--- src/rtl/vga_timing_ctrl.sv ---
// 640x480@60 VGA timing generator: sync pulses, one-clock-early pixel requests and gated RGB.
// Optional FRAME_CNT_EN adds an 8-bit frame index output that steps with frame_start.
module vga_timing_ctrl #(
   parameter int unsigned H_SYNC  = 96,
   parameter int unsigned H_BACK  = 48,
   parameter int unsigned H_VALID = 640,
   parameter int unsigned H_FRONT = 16,
   parameter int unsigned H_TOTAL = H_SYNC + H_BACK + H_VALID + H_FRONT,
   parameter int unsigned V_SYNC  = 2,
   parameter int unsigned V_BACK  = 33,
   parameter int unsigned V_VALID = 480,
   parameter int unsigned V_FRONT = 10,
   parameter int unsigned V_TOTAL = V_SYNC + V_BACK + V_VALID + V_FRONT
) (
   input  logic        i_vga_clk,
   input  logic        i_rst,
   input  logic [11:0] i_pix_data,
   output logic        o_hsync,
   output logic        o_vsync,
   output logic [11:0] o_rgb,
   output logic [9:0]  o_pix_x,
   output logic [9:0]  o_pix_y,
   output logic        o_pix_req,
   output logic        o_frame_start
`ifdef FRAME_CNT_EN
   ,
   output logic [7:0]  o_frame_cnt
`endif
);

   localparam logic [9:0] LP_H_END     = 10'(H_TOTAL - 1);
   localparam logic [9:0] LP_V_END     = 10'(V_TOTAL - 1);
   localparam logic [9:0] LP_H_SYNC    = 10'(H_SYNC);
   localparam logic [9:0] LP_V_SYNC    = 10'(V_SYNC);
   localparam logic [9:0] LP_H_ACT_BEG = 10'(H_SYNC + H_BACK);
   localparam logic [9:0] LP_H_ACT_END = 10'(H_SYNC + H_BACK + H_VALID);
   // Requests lead the visible window by one clock to cover the display stage's register.
   localparam logic [9:0] LP_H_REQ_BEG = 10'(H_SYNC + H_BACK - 1);
   localparam logic [9:0] LP_H_REQ_END = 10'(H_SYNC + H_BACK + H_VALID - 1);
   localparam logic [9:0] LP_V_ACT_BEG = 10'(V_SYNC + V_BACK);
   localparam logic [9:0] LP_V_ACT_END = 10'(V_SYNC + V_BACK + V_VALID);

   logic [9:0] r_h_cnt;
   logic [9:0] r_v_cnt;
   logic       r_frame_start;
`ifdef FRAME_CNT_EN
   logic [7:0] r_frame_cnt;
`endif

   logic w_h_end;
   logic w_v_end;
   logic w_h_act;
   logic w_h_req;
   logic w_v_act;
   logic w_rgb_valid;

   assign w_h_end = (r_h_cnt == LP_H_END);
   assign w_v_end = (r_v_cnt == LP_V_END);

   always_ff @(posedge i_vga_clk or posedge i_rst) begin
      if (i_rst) begin
         r_h_cnt       <= 10'd0;
         r_v_cnt       <= 10'd0;
         r_frame_start <= 1'b0;
`ifdef FRAME_CNT_EN
         r_frame_cnt   <= 8'd0;
`endif
      end else begin
         r_frame_start <= 1'b0;
         if (w_h_end) begin
            r_h_cnt <= 10'd0;
            if (w_v_end) begin
               r_v_cnt       <= 10'd0;
               r_frame_start <= 1'b1;
`ifdef FRAME_CNT_EN
               r_frame_cnt   <= r_frame_cnt + 8'd1;
`endif
            end else begin
               r_v_cnt <= r_v_cnt + 10'd1;
            end
         end else begin
            r_h_cnt <= r_h_cnt + 10'd1;
         end
      end
   end

   assign w_h_act     = (r_h_cnt >= LP_H_ACT_BEG) && (r_h_cnt < LP_H_ACT_END);
   assign w_h_req     = (r_h_cnt >= LP_H_REQ_BEG) && (r_h_cnt < LP_H_REQ_END);
   assign w_v_act     = (r_v_cnt >= LP_V_ACT_BEG) && (r_v_cnt < LP_V_ACT_END);
   assign w_rgb_valid = w_h_act && w_v_act;

   always_comb begin
      o_hsync   = 1'b1;
      o_vsync   = 1'b1;
      o_pix_req = 1'b0;
      o_pix_x   = 10'h3FF;
      o_pix_y   = 10'h3FF;
      o_rgb     = 12'h000;
      if (r_h_cnt < LP_H_SYNC) o_hsync = 1'b0;
      if (r_v_cnt < LP_V_SYNC) o_vsync = 1'b0;
      if (w_h_req && w_v_act) begin
         o_pix_req = 1'b1;
         o_pix_x   = r_h_cnt - LP_H_REQ_BEG;
         o_pix_y   = r_v_cnt - LP_V_ACT_BEG;
      end
      if (w_rgb_valid) o_rgb = i_pix_data;
   end

   assign o_frame_start = r_frame_start;
`ifdef FRAME_CNT_EN
   assign o_frame_cnt   = r_frame_cnt;
`endif

endmodule

--- config.mk ---
export PLATFORM = sky130hd
export DESIGN_NAME = vga_timing_ctrl
export DESIGN_NICKNAME = d
export VERILOG_FILES = /design/src/rtl/vga_timing_ctrl.sv
export SDC_FILE = /design/constraint.sdc
export NUM_CORES = 1
export LEC_CHECK = 0
export BUFFER_PORTS_ARGS = -buffer_cell sky130_fd_sc_hd__buf_4
export CORE_MARGIN = 1.5
export CORE_UTILIZATION = 35
export CTS_CLUSTER_SIZE = 16
export DETAILED_ROUTE_END_ITERATION = 8
export GPL_TIMING_DRIVEN = 0
export SLEW_MARGIN = 20
export SYNTH_ARGS = -nofsm -noshare
export SYNTH_HDL_FRONTEND = slang
export SYNTH_SLANG_ARGS = --single-unit
--- constraint.sdc ---
create_clock -name i_vga_clk -period 5.5 [get_ports i_vga_clk]
set_input_delay 1.1 -clock i_vga_clk [delete_from_list [all_inputs] [get_ports i_vga_clk]]
set_output_delay 1.1 -clock i_vga_clk [all_outputs]
set_load 0.005 [all_outputs]
==> run metrics <==
vias in the first global route=1,556; Nets=275; slew at the pin closest to its max-slew limit=0.9935 ns; Filler cells=495; HP Class=reg -> reg; GRT overflow=0; Mapped Nets=221; Mean Syn Cell Area=8.592 um2; initial antenna violation count=0; GRT Overall Usage=0.1811; clock latency at the later pin of the worst-skew pair=0.28 ns; register area share after synthesis=0.3013; CP startpoint kind=flop; Mapped Cells=203; Async SR Flop Fraction=1.000; Post-Syn Area=0.001744 mm2; Reg clk slew, reported paths=0.09 ns; Synth-to-Final Area Change=28.48%; CTS max path bufs=2; Clock Power Share=0.405; fmax=280.7 MHz; Switch Pwr=63.95 uW; Setup Fix Bufs, Post-CTS=0; post-synthesis cell type count=47; RePlAce Congestion=0.7943; post-CTS sizing=0; largest net degree at the start of global routing=22; clock sinks=21; io pins=50; n_diodes=0; Initial DRT Pass Iterations=4; first-pass GRT wire length=7527 um; via count=1,694; post-DP HPWL=3270 um; TNS Setup=0 ns; main flop type after synthesis=dfrtp_1; CTS root buf=clkbuf_8; top post-synthesis cells by area=dfrtp_1, nand3_1, xnor2_1, and2_4, buf_2; max-slew violation count=0; Bufs and invs on worst path=2; P_leak=0.001016 uW; run status=finished, final reports clean; core area=0.004755 mm2; switch share=0.2317; Starting Density=0.3668; share of cells above drive strength 1=0.3281; max incr delay on CP=0.48 ns; Die Span Y=73.59 um; vias per inst=5.245; Period minus WS final=3.562 ns; synth warn=0; Post-Route WL=4605 um; Reg power frac=0.559; Seq cells post-synth=21; H-tree depth=1; fin crit share=0.6477; CP arrival=2.46 ns; RSZ-0062 raised after global routing=no; max_slew headroom=0.3326; Peak VDD IR=0.07017 mV; final worst setup slack=1.938 ns; Final setup viols=0; Rows=25; Pwr Density=123.2 mW/mm2; TritonCTS clock tree=built; Die Width=73.59 um; Crit. End Element=primary output; most frequent cells in the layout=buf_4, nand3_1, dfrtp_1, buf_2, nor2_1; commonest non-fill, non-tap cell in the layout=buf_4; IO Port Bufs=49; data required time of the critical path=4.40 ns; Min Hold Slack=0.5289 ns; CTS Hold Bufs=0; worst-path cell chain=ha_1 -> o41ai_2 -> a21oi_1 -> o221a_4 -> buf_6 -> and2_1 -> buf_4; area leader, netlist=dfrtp_1; Num CTS Buffers=3; DRC Markers=0; Post-Place Worst Slack=2.274 ns; skew final=0.003977 ns; combinational power share=0.036; 1st-iter DRT viols=76; Crit-path slowest cell=dfrtp_1; WL/cell=14.26 um; die area=0.005415 mm2; max-cap violations=0; Max FO, Critical Path=10; top cell type's share of synthesized area=0.3013; Post-synth EDFFs=0; internal power=212.1 uW; Crit Path Class=reg -> out; hold violation total from the final report=0; top cell family by delay on the critical path=compound AO/OA/AOI/OAI gates; Antenna Nets Post-Route=0
[layer usage]
layer | global-route usage | vias up | routed length (um)
li1 | - | 832 | -
met1 | 0.2526 | 801 | 2177
met2 | 0.2753 | 52 | 2031
met3 | 0.02469 | 9 | 282
met4 | 0.08642 | 0 | 114
met5 | 0 | - | 0
[synth_stat cells, types with 2 or more instances]
cell type,count
nand3_1,23
dfrtp_1,21
buf_2,12
nor2_1,12
o21ai_0,11
xnor2_1,11
nand2_1,10
and2_4,9
and2_1,6
clkbuf_1,6
inv_1,6
a21oi_1,5
nor3_1,5
o2bb2ai_1,5
or3_1,5
xor2_1,5
and3_1,4
ha_1,4
nand4_1,4
buf_6,3
nand3b_1,3
o31ai_1,3
a2111o_1,2
nand2b_1,2
nor4_1,2
o211ai_1,2
o21a_1,2
[path summary, 6_finish.rpt]
path                                        startpoint                      to  slack, ns  cells past startpoint
worst max-delay path            r_v_cnt[1]$_DFFE_PP0N_                o_rgb[7]       1.94                      7
worst min-delay path              r_h_cnt[0]$_DFF_PP0_    r_h_cnt[0]$_DFF_PP0_       0.53                      1
worst max register to register    r_h_cnt[0]$_DFF_PP0_  r_v_cnt[2]$_DFFE_PP0N_       3.29                      5
worst min register to register    r_h_cnt[0]$_DFF_PP0_    r_h_cnt[0]$_DFF_PP0_       0.53                      1
max in group asynchronous                        i_rst    r_h_cnt[6]$_DFF_PP0_       3.97                      2
min in group asynchronous                        i_rst  r_v_cnt[1]$_DFFE_PP0N_       1.00                      2
[kinds of logic after synthesis]
family	after synthesis	synth area share
buf+inv	28	0.08393
flops	21	0.3013
compound gates	39	0.1664
xor+xnor	16	0.08034
fa+ha+maj	4	0.02870
simple gates	95	0.3393
[metrics by stage]
step | util | std cells | cell area [um2] | power, uW
floorplan | - | 203 | 1744 | 159.7
detailed placement | 0.4618 | 319 | 2196 | 167.7
global route | 0.4713 | 323 | 2241 | 283.0
finish | 0.4713 | 323 | 2241 | 276.0
CTS | 0.4713 | 323 | 2241 | 279.0
global placement | 0.4618 | 319 | 2196 | 167.6
[worst reg2reg max path: stages (launching register included)]
cell and delay [ns]:
dfrtp_1 0.42, ha_1 0.30, nand4_4 0.15, nor3_1 0.82, o21ai_0 0.23, o2bb2ai_1 0.18
[layout make-up]
type / instances / area [um2] / area share
plain buffers: 22 / 123.9 / 0.05528
clock buffers: 4 / 45.04 / 0.02010
inverters: 6 / 22.52 / 0.01005
multi-input cells: 154 / 1072 / 0.4785
flip-flops and latches: 21 / 525.5 / 0.2345
well taps: 67 / 83.83 / 0.03741
repair buffers: 49 / 367.9 / 0.1642
[power by group through the flow]
stage	clock, uW	sequential [uW]	combinational (uW)
global route	118	154	11.2
detailed placement	0	157	10.4
global placement	0	157	10.3
finish	112	154	9.94
floorplan	0	157	2.39
CTS	114	154	10.4
[sequential cells by signal, indices dropped and copies added (netlist names)]
signal,flops
o_frame_start,1
r_h_cnt,10
r_v_cnt,10
No activity file was read; power rests on OpenSTA's default activity.
